$ cat src/rtl/sap_pkg.sv
// Shared definitions for the SAP-style controller/sequencer: opcodes,
// T-state bit indices and control-word bit positions.
package sap_pkg;

  // Opcodes carried in the IR upper nibble
  localparam logic [3:0] OP_LDA = 4'd0;
  localparam logic [3:0] OP_ADD = 4'd1;
  localparam logic [3:0] OP_SUB = 4'd2;
  localparam logic [3:0] OP_STA = 4'd3;
  localparam logic [3:0] OP_LDI = 4'd4;
  localparam logic [3:0] OP_JMP = 4'd5;
  localparam logic [3:0] OP_JZ  = 4'd6;
  localparam logic [3:0] OP_JC  = 4'd7;
  localparam logic [3:0] OP_OUT = 4'd14;
  localparam logic [3:0] OP_HLT = 4'd15;

  // One-hot T-state bit indices (T1 is bit 0)
  localparam int NUM_T = 6;
  localparam int T1 = 0;
  localparam int T2 = 1;
  localparam int T3 = 2;
  localparam int T4 = 3;
  localparam int T5 = 4;
  localparam int T6 = 5;

  // Control-word bit positions; every bit is "asserted" = 1 internally,
  // active-low ports are inverted only at the module boundary.
  localparam int CW_CP  = 0;
  localparam int CW_EP  = 1;
  localparam int CW_EA  = 2;
  localparam int CW_SU  = 3;
  localparam int CW_EU  = 4;
  localparam int CW_WE  = 5;
  localparam int CW_LM  = 6;
  localparam int CW_CE  = 7;
  localparam int CW_LI  = 8;
  localparam int CW_EI  = 9;
  localparam int CW_LA  = 10;
  localparam int CW_LB  = 11;
  localparam int CW_LO  = 12;
  localparam int CW_LP  = 13;
  localparam int CW_HLT = 14;
  localparam int CW_W   = 15;

  typedef logic [CW_W-1:0] ctrl_word_t;

  // Sequencer run/halt mode
  typedef enum logic {
    SEQ_RUN  = 1'b0,
    SEQ_HALT = 1'b1
  } seq_mode_e;

endpackage

$ cat src/rtl/ring_counter.sv
// Six-stage one-hot T-state ring counter with advance enable and a
// synchronous restart back to T1.
module ring_counter
  import sap_pkg::*;
(
  input  logic             clk,
  input  logic             clr,
  input  logic             en,
  input  logic             restart,
  output logic [NUM_T-1:0] state
);

  logic [NUM_T-1:0] ring_q;
  logic [NUM_T-1:0] ring_d;

  // Next ring value: restart wins, otherwise rotate toward T6 and wrap to T1
  always_comb begin
    ring_d = ring_q;
    if (restart) begin
      ring_d = NUM_T'(1);
    end else if (en) begin
      ring_d = {ring_q[NUM_T-2:0], ring_q[NUM_T-1]};
    end
  end

  // Ring register, cleared to T1
  always_ff @(posedge clk or posedge clr) begin
    if (clr) begin
      ring_q <= NUM_T'(1);
    end else begin
      ring_q <= ring_d;
    end
  end

  assign state = ring_q;

endmodule

$ cat src/rtl/controller_sequencer_v2.sv
// Microcoded controller/sequencer: T-state ring, sticky halt, and
// combinational control-word decode from state, opcode, flags and advance.
module controller_sequencer_v2
  import sap_pkg::*;
#(
  parameter bit EARLY_END = 1'b1,
  parameter bit STEP_EN   = 1'b1
) (
  input  logic       clk,
  input  logic       clr,
  input  logic [3:0] op_code,
  input  logic       zero_flag,
  input  logic       carry_flag,
  input  logic       run_mode,
  input  logic       step,
  output logic       cp,
  output logic       ep,
  output logic       ea,
  output logic       su,
  output logic       eu,
  output logic       we,
  output logic       lm_n,
  output logic       ce_n,
  output logic       li_n,
  output logic       ei_n,
  output logic       la_n,
  output logic       lb_n,
  output logic       lo_n,
  output logic       lp_n,
  output logic       hlt_n,
  output logic [5:0] state,
  output logic       instr_done
);

  seq_mode_e  mode_q, mode_d;
  ctrl_word_t cw, cw_out;
  logic       adv, last_state, hlt_stop, halted;

  assign halted = (mode_q == SEQ_HALT);
  assign adv    = (run_mode | ~STEP_EN | step) & ~halted;

  ring_counter u_ring (
    .clk     (clk),
    .clr     (clr),
    .en      (adv & ~hlt_stop),
    .restart (adv & last_state & EARLY_END),
    .state   (state)
  );

  // Halt mode register, cleared back to run
  always_ff @(posedge clk or posedge clr) begin
    if (clr) begin
      mode_q <= SEQ_RUN;
    end else begin
      mode_q <= mode_d;
    end
  end

  // Microcode decode; strobes are qualified by adv, enables follow state
  always_comb begin
    mode_d     = mode_q;
    cw         = '0;
    last_state = 1'b0;
    hlt_stop   = 1'b0;
    if (halted) begin
      cw[CW_HLT] = 1'b1;
    end else if (state[T1]) begin
      cw[CW_EP] = 1'b1;
      cw[CW_LM] = adv;
    end else if (state[T2]) begin
      cw[CW_CP] = adv;
    end else if (state[T3]) begin
      cw[CW_CE] = 1'b1;
      cw[CW_LI] = adv;
    end else if (state[T4]) begin
      case (op_code)
        OP_LDA, OP_ADD, OP_SUB, OP_STA: begin
          cw[CW_EI] = 1'b1;
          cw[CW_LM] = adv;
        end
        OP_LDI: begin
          cw[CW_EI]  = 1'b1;
          cw[CW_LA]  = adv;
          last_state = 1'b1;
        end
        OP_JMP: begin
          cw[CW_EI]  = 1'b1;
          cw[CW_LP]  = adv;
          last_state = 1'b1;
        end
        OP_JZ: begin
          cw[CW_EI]  = 1'b1;
          cw[CW_LP]  = adv & zero_flag;
          last_state = 1'b1;
        end
        OP_JC: begin
          cw[CW_EI]  = 1'b1;
          cw[CW_LP]  = adv & carry_flag;
          last_state = 1'b1;
        end
        OP_OUT: begin
          cw[CW_EA]  = 1'b1;
          cw[CW_LO]  = adv;
          last_state = 1'b1;
        end
        OP_HLT: begin
          cw[CW_HLT] = 1'b1;
          hlt_stop   = 1'b1;
          if (adv) mode_d = SEQ_HALT;
        end
        default: last_state = 1'b1;
      endcase
    end else if (state[T5]) begin
      case (op_code)
        OP_LDA: begin
          cw[CW_CE]  = 1'b1;
          cw[CW_LA]  = adv;
          last_state = 1'b1;
        end
        OP_ADD, OP_SUB: begin
          cw[CW_CE] = 1'b1;
          cw[CW_LB] = adv;
        end
        OP_STA: begin
          cw[CW_EA]  = 1'b1;
          cw[CW_WE]  = adv;
          last_state = 1'b1;
        end
        default: ;
      endcase
    end else if (state[T6]) begin
      if (op_code == OP_ADD || op_code == OP_SUB) begin
        cw[CW_EU]  = 1'b1;
        cw[CW_SU]  = (op_code == OP_SUB);
        cw[CW_LA]  = adv;
        last_state = 1'b1;
      end
    end
  end

  // Reset must silence every output immediately, not only after the edge
  assign cw_out     = clr ? '0 : cw;
  assign instr_done = ~clr & adv & last_state;

  assign cp    = cw_out[CW_CP];
  assign ep    = cw_out[CW_EP];
  assign ea    = cw_out[CW_EA];
  assign su    = cw_out[CW_SU];
  assign eu    = cw_out[CW_EU];
  assign we    = cw_out[CW_WE];
  assign lm_n  = ~cw_out[CW_LM];
  assign ce_n  = ~cw_out[CW_CE];
  assign li_n  = ~cw_out[CW_LI];
  assign ei_n  = ~cw_out[CW_EI];
  assign la_n  = ~cw_out[CW_LA];
  assign lb_n  = ~cw_out[CW_LB];
  assign lo_n  = ~cw_out[CW_LO];
  assign lp_n  = ~cw_out[CW_LP];
  assign hlt_n = ~cw_out[CW_HLT];

endmodule

$ cat config.mk
export PLATFORM = sky130hd
export DESIGN_NAME = controller_sequencer_v2
export DESIGN_NICKNAME = d
export VERILOG_FILES = /design/src/rtl/sap_pkg.sv /design/src/rtl/ring_counter.sv /design/src/rtl/controller_sequencer_v2.sv
export SDC_FILE = /design/constraint.sdc
export NUM_CORES = 1
export LEC_CHECK = 0
export BUFFER_PORTS_ARGS = -buffer_cell sky130_fd_sc_hd__buf_2
export CORE_UTILIZATION = 30
export DETAILED_ROUTE_END_ITERATION = 6
export GPL_TIMING_DRIVEN = 0
export SKIP_LAST_GASP = 1
export SLEW_MARGIN = 40
export SYNTH_ARGS = -nofsm -noshare
export SYNTH_HDL_FRONTEND = slang
export SYNTH_HIERARCHICAL = 1
export SYNTH_SLANG_ARGS = --single-unit
$ cat constraint.sdc
create_clock -name clk -period 2.2 [get_ports clk]
set_input_delay 0.44 -clock clk [delete_from_list [all_inputs] [get_ports clk]]
set_output_delay 0.44 -clock clk [all_outputs]
set_load 0.02 [all_outputs]
### Word-level counts from Yosys, hierarchy flattened

Index checks and enable logic that the tools add are counted.
W data, S select, Z words.

* $add $sub $neg: 0
* $mul: 0
* div/mod/pow operators: 0
* $lt $le $gt $ge: 0
* eq/ne operators: 9
* shift operators: 0
* multiplexer cells: 68
* bitwise operators: 20
* reduce and logical (&&, ||, !) cells: 9

Operators by type and width (number)
* $mux W1: 53
* $mux W6: 3
* $eq A4 B3 Y1 const B: 4
* $mux W15: 1
* $mux W14: 1
* $mux W13: 1
* $not A1 Y1: 12
* $eq A4 B2 Y1 const B: 2
* $eq A4 B4 Y1 const B: 2
* $mux W8: 1
* $reduce_or A8 Y1: 1
* $and A1 B1 Y1: 7
* $mux W2: 3
* $mux W3: 2
* $mux W5: 1
* $reduce_or A5 Y1: 1
* $eq A4 B1 Y1 const B: 1
* $logic_not A4 Y1: 1
* $mux W4: 1
* $reduce_or A2 Y1: 2
* $reduce_or A4 Y1: 1
* $pmux W1 S3: 1
* $reduce_or A3 Y1: 1
* $reduce_bool A2 Y1: 1
* 2 further kinds: 2

* bits in registers: 7
* latch bits: 0
* memory bits (writable): 0
* memory bits (read-only): 0
* input port bits: 10
* output and inout port bits: 22
* word-level logic and storage cells: 108
* memories kept: 0

### Logic depth before layout (Yosys ltp)

* word-level depth: 12
* gate-level depth with buffers: 7
* depth with buffers taken out: 5

### Hierarchy

Netlist, hierarchy kept.

Modules (own cells, without submodules)
* controller_sequencer_v2: instances 1, cells an instance 63, area an instance 424.2 um^2, sequential area each 25.0 um^2
* ring_counter: instances 1, cells an instance 20, area an instance 252.7 um^2, sequential area each 151.4 um^2

### Worst setup path before layout

Ideal clock, no wire load.

* path kind: flip-flop to output port
* start: register u_ring.ring_q[2], in the netlist u_ring/state[2]
* end: output port we
* arrival time: 1.941 ns
* required time: 1.760 ns
* path slack: -0.181 ns
* cell stages (with the launch flop): 5
* path buffers: 1
* path through: dfrtp_1 -> or3_1 -> buf_2 -> nand3b_1 -> nor4bb_1

* cells in the longest elaborated chain, start to end: 5

RTL lines
* start, declared: line ring_counter.sv:13 `logic [NUM_T-1:0] ring_q;`
* start signal, assigned: line ring_counter.sv:31 `ring_q <= ring_d;`
* $mux W5: line controller_sequencer_v2.sv:72 `end else if (state[T3]) begin`
* $mux W13: line controller_sequencer_v2.sv:70 `end else if (state[T2]) begin`
* $mux W4: line controller_sequencer_v2.sv:67 `end else if (state[T1]) begin`
* $mux W14: line controller_sequencer_v2.sv:65 `if (halted) begin`
* $mux W15: line controller_sequencer_v2.sv:142 `assign cw_out = clr ? '0 : cw;`
* end, declared: line controller_sequencer_v2.sv:21 `output logic we,`

Every way passes these cells.

### Worst setup path after layout

* start: register u_ring.ring_q[2], in the netlist u_ring/state[2]
* end: output port instr_done

* cells in the longest elaborated chain, start to end: 5

RTL lines
* $mux W1: line controller_sequencer_v2.sv:72
* $mux W1: line controller_sequencer_v2.sv:70
* $mux W1: line controller_sequencer_v2.sv:67
* $mux W1: line controller_sequencer_v2.sv:65
* $and A1 B1 Y1: line controller_sequencer_v2.sv:143 `assign instr_done = ~clr & adv & last_state;`
* end, declared: line controller_sequencer_v2.sv:32 `output logic instr_done`

Every way passes these cells.

==> results.yml <==
outcome:
  status: "finished with violations"
  failed_checks: "negative setup slack"
drt:
  drc: 0
  wl_per_cell_um: 13.3
  vias: 757
  routed_via_density: 5.15
  initialDrtViolationCount: 11
  dr.pass1.iters: 4
  drt-total-wl_um: 1950
  antenna_left: 0
cts:
  path_clk_slew_ns: 0.05
  htree_num_levels: 1
  cts.hold.buffers_added: 0
  cts.sink_count: 7
  cts_tree: "done"
  cts_root_buf: "clkbuf_4"
  cts_max_path_buffers: 2
  insertion_delay_ns: 0.25
  cts_buffers: 3
setup_path:
  reg2reg_depth: 4
  r2r_start: "u_ring/state[2]$_DFFE_PP0P_"
  startpoint: "u_ring/state[2]$_DFFE_PP0P_"
  critPathCapture: "instr_done"
  r2r_setup_slack_ns: 0.15
  critPathLaunchType: "flip-flop"
  critPathKind: "reg -> out"
  cp.arrival_ns: 1.83
  endpoint_kind: "primary output"
  crit_required_ns: 1.76
  critPathMaxFanout: 4
  r2r_end: "u_ring/state[3]$_DFFE_PP0P_"
layout:
  final_cells: 147
  area_growth_pct: 44.7
  drive_above_1_share_pct: 45.8
  diodes: 0
  fin_nets: 131
job:
  drv_cap: 0
sta:
  fin_crit_ns: 2.27
  clock.fmax_ghz: 0.441
  setup_viol_count_final: 3
  worst_pin_slew_ns: 0.708
  clock_skew_ns: 0.000146
  hold_violations: 0
  tns_ns: -0.155
  slew_violations: 0
  maxSlewHeadroom_pct: 52.5
  post-route-period-util_pct: 103
  finalWorstSetupSlack_ns: -0.0662
  grt_setup_unrepaired: "yes"
synthesis:
  ys_warn_count: 6
  synth_common_cells: "nor2_1, inv_1, dfrtp_1, mux2i_1, nand3_1"
  synth_most_common_cell: "nor2_1"
  yosysSeqAreaShare_pct: 26.1
  synth.distinct_cells: 39
  yosys.area.top_type: "dfrtp_1"
  synth-main-ff-cell: "dfrtp_1"
  synth.avg_cell_area_um2: 8.16
  synth_top_area_share_pct: 22.2
  async_flop_share_pct: 100
  synthTopCellsByArea: "dfrtp_1, mux2i_1, nor2_1"
  syn_inst: 83
  synth_area_um2: 677
  synth-seq-cells: 7
  synth_edf_count: 0
  syn_nets: 93
pwr:
  ir_worst_vdd_mv: 0.238
  power_density_nw_per_um2: 303
  power.leakage_nw: 0.404
placement:
  io_buffers: 30
  hpwl_um: 1460
  gp_congestion: 0.791
  dpl.cell_count: 140
global_routing:
  grt_pass1_wl_um: 3310
  antenna_found_initial: 0
  grt_max_degree: 11
  grt_pass1_vias: 722
  gr-total-overflow: 0
  gr-usage-all-layers_pct: 17.2
die:
  ios: 32
  initial_core_util_pct: 33.1
  die_x_um: 49.5
  fp.dieH_um: 49.5
  fp.coreArea_um2: 2040
  fp-row-count: 16
  die-area_um2: 2450
min_path:
  hold_path_class: "in -> async"
## state kept, by name, summed over array words and instances (netlist names)
signal and cells:
u_ring/state 6, halted 1
## cells in the final DEF (no fill, tap or decap), drive strengths merged, types with 2 or more instances in the layout
| cell | synthesis | layout |
|---|---|---|
| a211oi | 2 | 2 |
| buf | 3 | 36 |
| clkbuf | 1 | 5 |
| dfrtp | 6 | 6 |
| inv | 7 | 7 |
| mux2i | 6 | 6 |
| nand2 | 4 | 4 |
| nand3 | 5 | 5 |
| nand3b | 3 | 3 |
| nand4b | 2 | 2 |
| nor2 | 12 | 12 |
| nor3 | 4 | 4 |
| nor3b | 2 | 2 |
| nor4b | 2 | 2 |
| o21ai | 2 | 2 |
| or3 | 2 | 2 |
## worst max-delay path, cell delays in order, from the launching register on
cell and delay (ns):
dfrtp_2 0.40, or3_4 0.40, or3_4 0.39, a2111oi_4 0.19
buf_4 0.19
## cells by family after synthesis
kind of cell | count (synthesis) | synth area share [%]
simple gates | 44 | 37.9
compound gates | 14 | 18.3
buf+inv | 11 | 7.58
flops | 7 | 26.1
mux | 6 | 8.87
xor+xnor | 1 | 1.29
## area by class of cell
type	count	area [um2]
fillers	221	1060
clock buffers	4	26.3
flip-flops and latches	7	179
repair buffers	34	190
well taps	27	33.8
multi-input cells	65	504
inverters	7	26.3
plain buffers	3	20.0
## stage by stage
step	setup slack [ns]	util [%]	power [mW]	cell area, um2	hold WS (ns)
after CTS	-0.172	46.4	0.301	947	0.0762
after global routing	-0.145	48.0	0.318	980	0.0925
final	-0.0662	48.0	0.297	980	0.0980
after global placement	-0.0633	43.0	0.179	878	0.340
after detailed placement	-0.0579	43.0	0.179	878	0.346
after floorplan	-0.0350	-	0.161	694	0.176
## where the power goes
group / internal [mW] / total (mW) / switching [mW]
Combinational: 0.0191 / 0.0508 / 0.0317
Sequential: 0.131 / 0.132 / 0.00168
Clock: 0.0690 / 0.114 / 0.0446
Total: 0.219 / 0.297 / 0.0779
## worst min path at each step
stage          from  cells past startpoint  slack [ns]          endpoint
2_1_floorplan   clr                      1        0.18  halted$_DFF_PP0_
3_3_place_gp    clr                      2        0.34  halted$_DFF_PP0_
3_5_place_dp    clr                      2        0.35  halted$_DFF_PP0_
4_1_cts         clr                      2        0.08  halted$_DFF_PP0_
5_1_grt         clr                      2        0.09  halted$_DFF_PP0_
6_report        clr                      2         0.1  halted$_DFF_PP0_
## what timing repair did
| item | CTS | global route |
|---|---|---|
| endpoints found under the setup margin | 11 | 19 |
| gates cloned | 0 | 0 |
| resized for setup | 7 | 9 |
| setup buffers | 3 | 1 |
| endpoints found under the hold margin | 0 | 0 |
| pin swaps | 3 | 2 |
## routing by layer
metal  wire, um  track usage (%)  share of wire (%)
met5          0                0                  0
met4         15             7.14               0.77
met3         71             2.47                3.6
met2        922             29.0                 47
met1        941             21.8                 48
Power figures use the tool's default switching activity.
